**config.mk**
```make
export PLATFORM = sky130hd
export DESIGN_NAME = config_loader
export DESIGN_NICKNAME = d
export VERILOG_FILES = /design/src/rtl/config_loader_pkg.sv /design/src/rtl/config_crc8.sv /design/src/rtl/config_loader.sv
export SDC_FILE = /design/constraint.sdc
export NUM_CORES = 1
export LEC_CHECK = 0
export ABC_AREA = 1
export CORE_MARGIN = 2
export CORE_UTILIZATION = 50
export DETAILED_ROUTE_END_ITERATION = 12
export PLACE_DENSITY = 0.7
export SLEW_MARGIN = 20
export SYNTH_ARGS = -nofsm -noshare
export SYNTH_HDL_FRONTEND = slang
export SYNTH_SLANG_ARGS = --single-unit
```
**constraint.sdc**
```tcl
create_clock -name clock -period 1.9 [get_ports clock]
set_input_delay 0.38 -clock clock [delete_from_list [all_inputs] [get_ports clock]]
set_output_delay 0.38 -clock clock [all_outputs]
set_load 0.02 [all_outputs]
```
**src/rtl/config_loader_pkg.sv**
```systemverilog
`default_nettype none
// ============================================================================
// config_loader_pkg : shared state encoding, CRC-8 polynomial and default sizes
// Revision 1.0
// ============================================================================
package config_loader_pkg;

    localparam int DEFAULT_CONFIG_WIDTH = 112;
    localparam int DEFAULT_WORD_WIDTH   = 8;
    localparam logic [7:0] CRC8_POLY    = 8'h07;

    typedef enum logic [1:0] {
        ST_IDLE   = 2'd0,
        ST_LOAD   = 2'd1,
        ST_CHECK  = 2'd2,
        ST_COMMIT = 2'd3
    } state_t;

endpackage : config_loader_pkg
`default_nettype wire

```
**src/rtl/config_crc8.sv**
```systemverilog
`default_nettype none
// ============================================================================
// config_crc8 : one-word combinational CRC-8 update, word processed MSB-first
// Revision 1.0
// ============================================================================
module config_crc8
    import config_loader_pkg::*;
#(
    parameter int WORD_WIDTH = DEFAULT_WORD_WIDTH
) (
    input  logic [7:0]            crc_i,
    input  logic [WORD_WIDTH-1:0] data_i,
    output logic [7:0]            crc_o
);

    logic [7:0] w_crc;

    always_comb begin
        w_crc = crc_i;
        for (int i = WORD_WIDTH - 1; i >= 0; i--) begin
            if (w_crc[7] ^ data_i[i]) begin
                w_crc = {w_crc[6:0], 1'b0} ^ CRC8_POLY;
            end else begin
                w_crc = {w_crc[6:0], 1'b0};
            end
        end
        crc_o = w_crc;
    end

endmodule : config_crc8
`default_nettype wire

```
**src/rtl/config_loader.sv**
```systemverilog
`default_nettype none
// ============================================================================
// config_loader : assembles a bitstream into a shadow image, commits atomically
// Optional CRC-8 trailer check enabled by macro CONFIG_LOADER_CRC_EN
// Revision 1.0
// ============================================================================
module config_loader
    import config_loader_pkg::*;
#(
    parameter int CONFIG_WIDTH = DEFAULT_CONFIG_WIDTH,
    parameter int WORD_WIDTH   = DEFAULT_WORD_WIDTH
) (
    input  logic                    clock,
    input  logic                    nreset,
    input  logic                    cfg_start,
    input  logic [WORD_WIDTH-1:0]   data_in,
    input  logic                    data_valid,
    output logic                    data_ready,
    output logic [CONFIG_WIDTH-1:0] config_out,
    output logic                    config_done,
    output logic                    config_error,
    output logic                    busy
);

    localparam int c_nwords = CONFIG_WIDTH / WORD_WIDTH;
`ifdef CONFIG_LOADER_CRC_EN
    localparam int c_nload  = c_nwords + 1;
`else
    localparam int c_nload  = c_nwords;
`endif
    localparam int c_cnt_w  = (c_nload > 1) ? $clog2(c_nload) : 1;
    localparam logic [c_cnt_w-1:0] c_last_idx = c_cnt_w'(c_nload - 1);
    localparam logic [c_cnt_w-1:0] c_cnt_one  = c_cnt_w'(1);

    state_t                  state_q;
    logic [c_cnt_w-1:0]      cnt_q;
    logic [CONFIG_WIDTH-1:0] shadow_q;
    logic [CONFIG_WIDTH-1:0] config_q;
    logic                    done_q;
    logic                    ready_q;
    logic                    busy_q;

`ifdef CONFIG_LOADER_CRC_EN
    logic [7:0] crc_q;
    logic [7:0] crc_d;
    logic [7:0] crc_rx_q;
    logic       error_q;

    config_crc8 #(
        .WORD_WIDTH (WORD_WIDTH)
    ) u_crc8 (
        .crc_i  (crc_q),
        .data_i (data_in),
        .crc_o  (crc_d)
    );
`endif

    // Restart has priority over everything, including a coincident word.
    always_ff @(posedge clock) begin
        if (!nreset) begin
            state_q  <= ST_IDLE;
            cnt_q    <= '0;
            shadow_q <= '0;
            config_q <= '0;
            done_q   <= 1'b0;
            ready_q  <= 1'b0;
            busy_q   <= 1'b0;
`ifdef CONFIG_LOADER_CRC_EN
            crc_q    <= '0;
            crc_rx_q <= '0;
            error_q  <= 1'b0;
`endif
        end else if (cfg_start) begin
            state_q  <= ST_LOAD;
            cnt_q    <= '0;
            shadow_q <= '0;
            done_q   <= 1'b0;
            ready_q  <= 1'b1;
            busy_q   <= 1'b1;
`ifdef CONFIG_LOADER_CRC_EN
            crc_q    <= '0;
            error_q  <= 1'b0;
`endif
        end else begin
            case (state_q)
                ST_IDLE: begin
                    ready_q <= 1'b0;
                    busy_q  <= 1'b0;
                end
                ST_LOAD: begin
                    if (data_valid && ready_q) begin
                        for (int k = 0; k < c_nwords; k++) begin
                            if (int'(cnt_q) == k) begin
                                shadow_q[k*WORD_WIDTH +: WORD_WIDTH] <= data_in;
                            end
                        end
`ifdef CONFIG_LOADER_CRC_EN
                        if (int'(cnt_q) < c_nwords) begin
                            crc_q <= crc_d;
                        end else begin
                            crc_rx_q <= 8'(data_in);
                        end
`endif
                        if (cnt_q == c_last_idx) begin
                            state_q <= ST_CHECK;
                            ready_q <= 1'b0;
                        end else begin
                            cnt_q <= cnt_q + c_cnt_one;
                        end
                    end
                end
                ST_CHECK: begin
`ifdef CONFIG_LOADER_CRC_EN
                    if (crc_q == crc_rx_q) begin
                        state_q <= ST_COMMIT;
                    end else begin
                        error_q <= 1'b1;
                        state_q <= ST_IDLE;
                        busy_q  <= 1'b0;
                    end
`else
                    state_q <= ST_COMMIT;
`endif
                end
                ST_COMMIT: begin
                    config_q <= shadow_q;
                    done_q   <= 1'b1;
                    state_q  <= ST_IDLE;
                    busy_q   <= 1'b0;
                end
                default: begin
                    state_q <= ST_IDLE;
                    ready_q <= 1'b0;
                    busy_q  <= 1'b0;
                end
            endcase
        end
    end

    assign data_ready  = ready_q;
    assign config_out  = config_q;
    assign config_done = done_q;
    assign busy        = busy_q;
`ifdef CONFIG_LOADER_CRC_EN
    assign config_error = error_q;
`else
    assign config_error = 1'b0;
`endif

endmodule : config_loader
`default_nettype wire

```
==> flow_summary.toml <==
[status]
status = "finished clean"

[global_routing]
grt_pass1_vias = 6688
antenna_found_initial = 0
overflow = 0
grt_max_degree = 58
grt_first_pass_wirelength_mm = 33.1
grt_usage = 0.218

[final_layout]
nFillCells = 1540
area_delta_synth_final_pct = 26.1
ff_latch_area_um2 = 4660
diodes = 0
drive_gt1_frac = 0.0830
layout_commonest_cell = "nor2_1"
most-common-layout-cells = "396 x nor2_1, 233 x dfxtp_1, 117 x clkdlybuf4s50_1"
multi_input_area_um2 = 3610
layout.nets = 1282

[placement]
pre_cts_ws_ns = -0.0697
place.gp.congestion = 0.821
io_buffers = 126
dp_hpwl_mm = 14.0

[clocking]
clk_pin_slew_ns = 0.06
clock_latency_ns = 0.51
numCtsBuffers = 24
cts.htree.levels = 1
cts_tree = "yes"
cts_root_buf = "clkbuf_16"
cts_buffer_depth = 3
cts_sinks = 233

[route]
final_antenna_net_count = 0
dr.pass1.iters = 5
drt_iter0_drc = 383
vias = 7411
viasPerCell = 4.93
drc_errors = 0
wl_per_cell_um = 13.9
wl_mm = 20.8

[critical_path]
critPathLaunchType = "flop"
cp_max_fo = 2
slowest_delay_ns = 0.63
cp.required_ns = 1.52
worstSetupPathType = "reg2out"
end_kind = "output port"
critPathSlowestCell = "clkdlybuf4s50_1"
crit_family = "buffers and inverters"
arrival_ns = 1.50
cp_cell_sequence = "clkdlybuf4s50_1"
critPathBufInv = 1

[synthesis]
yosysSeqAreaShare = 0.522
syn_nets = 1169
avgSynthCellArea_um2 = 7.78
synth_cell_type_count = 28
async_flop_share = 0
synth.cell_area_um2 = 8930
ys_ff_latch = 233
synth_edf_count = 0
synth_warnings = 0
ys.flop_type = "dfxtp_1"
syn_inst = 1148

[sta]
period_share = 0.990
skew_ns = 0.00784
finalSetupViolCount = 0
whs_ns = 0.370
hold_viol_final = 0
rsz0062_at_grt = "false"
max_freq_ghz = 0.531
finalCriticalPeriod_ns = 1.88
drv_slew = 0
post-route-worst-setup-slack_ns = 0.0184

[floorplanning]
chipHeight_um = 138
rows = 48
die-area_um2 = 18900
initial_utilization = 0.514
core_um2 = 17400
io_pins = 128
chipWidth_um = 138

[power_and_ir_drop]
p_leak_nw = 4.53
vdd_ir_drop_max_uv = 665
power_density_nw_per_um2 = 921

[min_path]
hold_class = "in2reg"

[run]
max_cap_violations = 0
==> sequential cells by signal (all words and copies together), names as in the netlist <==
signal and flops:
config_out 112, shadow_q 112, cnt_q 4, state_q 2, busy 1, config_done 1
data_ready 1
==> layout make-up <==
class | count | share of cell area
clock buffer | 35 | 0.0651
clock inverter | 7 | 0.00756
inverter | 72 | 0.0242
multi-input combinational | 772 | 0.321
sequential | 233 | 0.414
tap | 225 | 0.0250
timing repair buffer | 158 | 0.143
==> power by group <==
| part | internal (mW) | switching [mW] | leakage, nW |
|---|---|---|---|
| Combinational | 0.247 | 0.372 | 2.24 |
| Sequential | 4.94 | 0.0329 | 1.88 |
| Clock | 2.93 | 1.85 | 0.410 |
| Total | 8.11 | 2.25 | 4.53 |
==> worst min-delay path, delay by kind of cell <==
family                 cells  cell delay (ns)
AO/OA/AOI/OAI              2             0.13
buffers and inverters      2             0.31
==> kinds of logic after synthesis <==
| group | count (synthesis) | share of synthesized area |
|---|---|---|
| other cells | 1 | 0.000420 |
| compound gates | 207 | 0.132 |
| buf+inv | 143 | 0.0734 |
| simple gates | 555 | 0.259 |
| flops | 233 | 0.522 |
| fa+ha+maj | 9 | 0.0126 |
==> final timing paths <==
kind / start / endpoint / slack [ns] / cells past startpoint
setup / recovery: config_out[37] / config_out[37] / 0.02 / 1
hold / removal: nreset / config_out[71] / 0.37 / 4
setup reg to reg: state_q[1] / shadow_q[111] / 0.17 / 9
hold reg to reg: shadow_q[54] / config_out[54] / 0.46 / 2
==> cells in the mapped netlist (2+ instances only) <==
library cell  number  area, um2
a21oi_1           35        175
buf_1              2       7.51
buf_2             15       75.1
buf_4              4       30.0
buf_6              9        101
clkbuf_1          39        146
dfxtp_1          233       4660
ha_1               9        113
inv_1             62        233
inv_2              9       33.8
nand2_1          106        398
nand2_2            4       25.0
nand3_1           21        105
nand3_2            4       40.0
nand3_4            6        105
nand4_1           11       68.8
nor2_1           396       1490
nor2_4             3       33.8
nor2_8             2       40.0
o21ai_0          115        576
o21bai_1          56        420
==> what timing repair did <==
| item | in CTS | in global routing |
|---|---|---|
| resized for setup | 3 | 10 |
| hold buffers | 0 | 0 |
| buffers inserted | 0 | 0 |
| endpoints found under the setup margin | 3 | 31 |
==> per-layer routing <==
| metal | wire length (um) | vias up | global-route usage |
|---|---|---|---|
| li1 | - | 3839 | - |
| met1 | 10100 | 3377 | 0.308 |
| met2 | 9440 | 170 | 0.353 |
| met3 | 1040 | 25 | 0.0320 |
| met4 | 226 | 0 | 0.0493 |
| met5 | 0 | - | 0 |
==> metrics by stage <==
stage | setup TNS, ns | instance area [um2] | util | std cells | power (mW)
3_3_place_gp | -0.324 | 10400 | 0.601 | 1460 | 5.69
4_1_cts | 0 | 11200 | 0.648 | 1502 | 10.4
3_5_place_dp | -0.835 | 10400 | 0.601 | 1460 | 5.69
2_1_floorplan | 0 | 8930 | - | 1148 | 5.45
5_1_grt | 0 | 11300 | 0.649 | 1502 | 10.7
6_report | 0 | 11300 | 0.649 | 1502 | 10.4
Note: power is estimated with default switching activity, not from simulation.
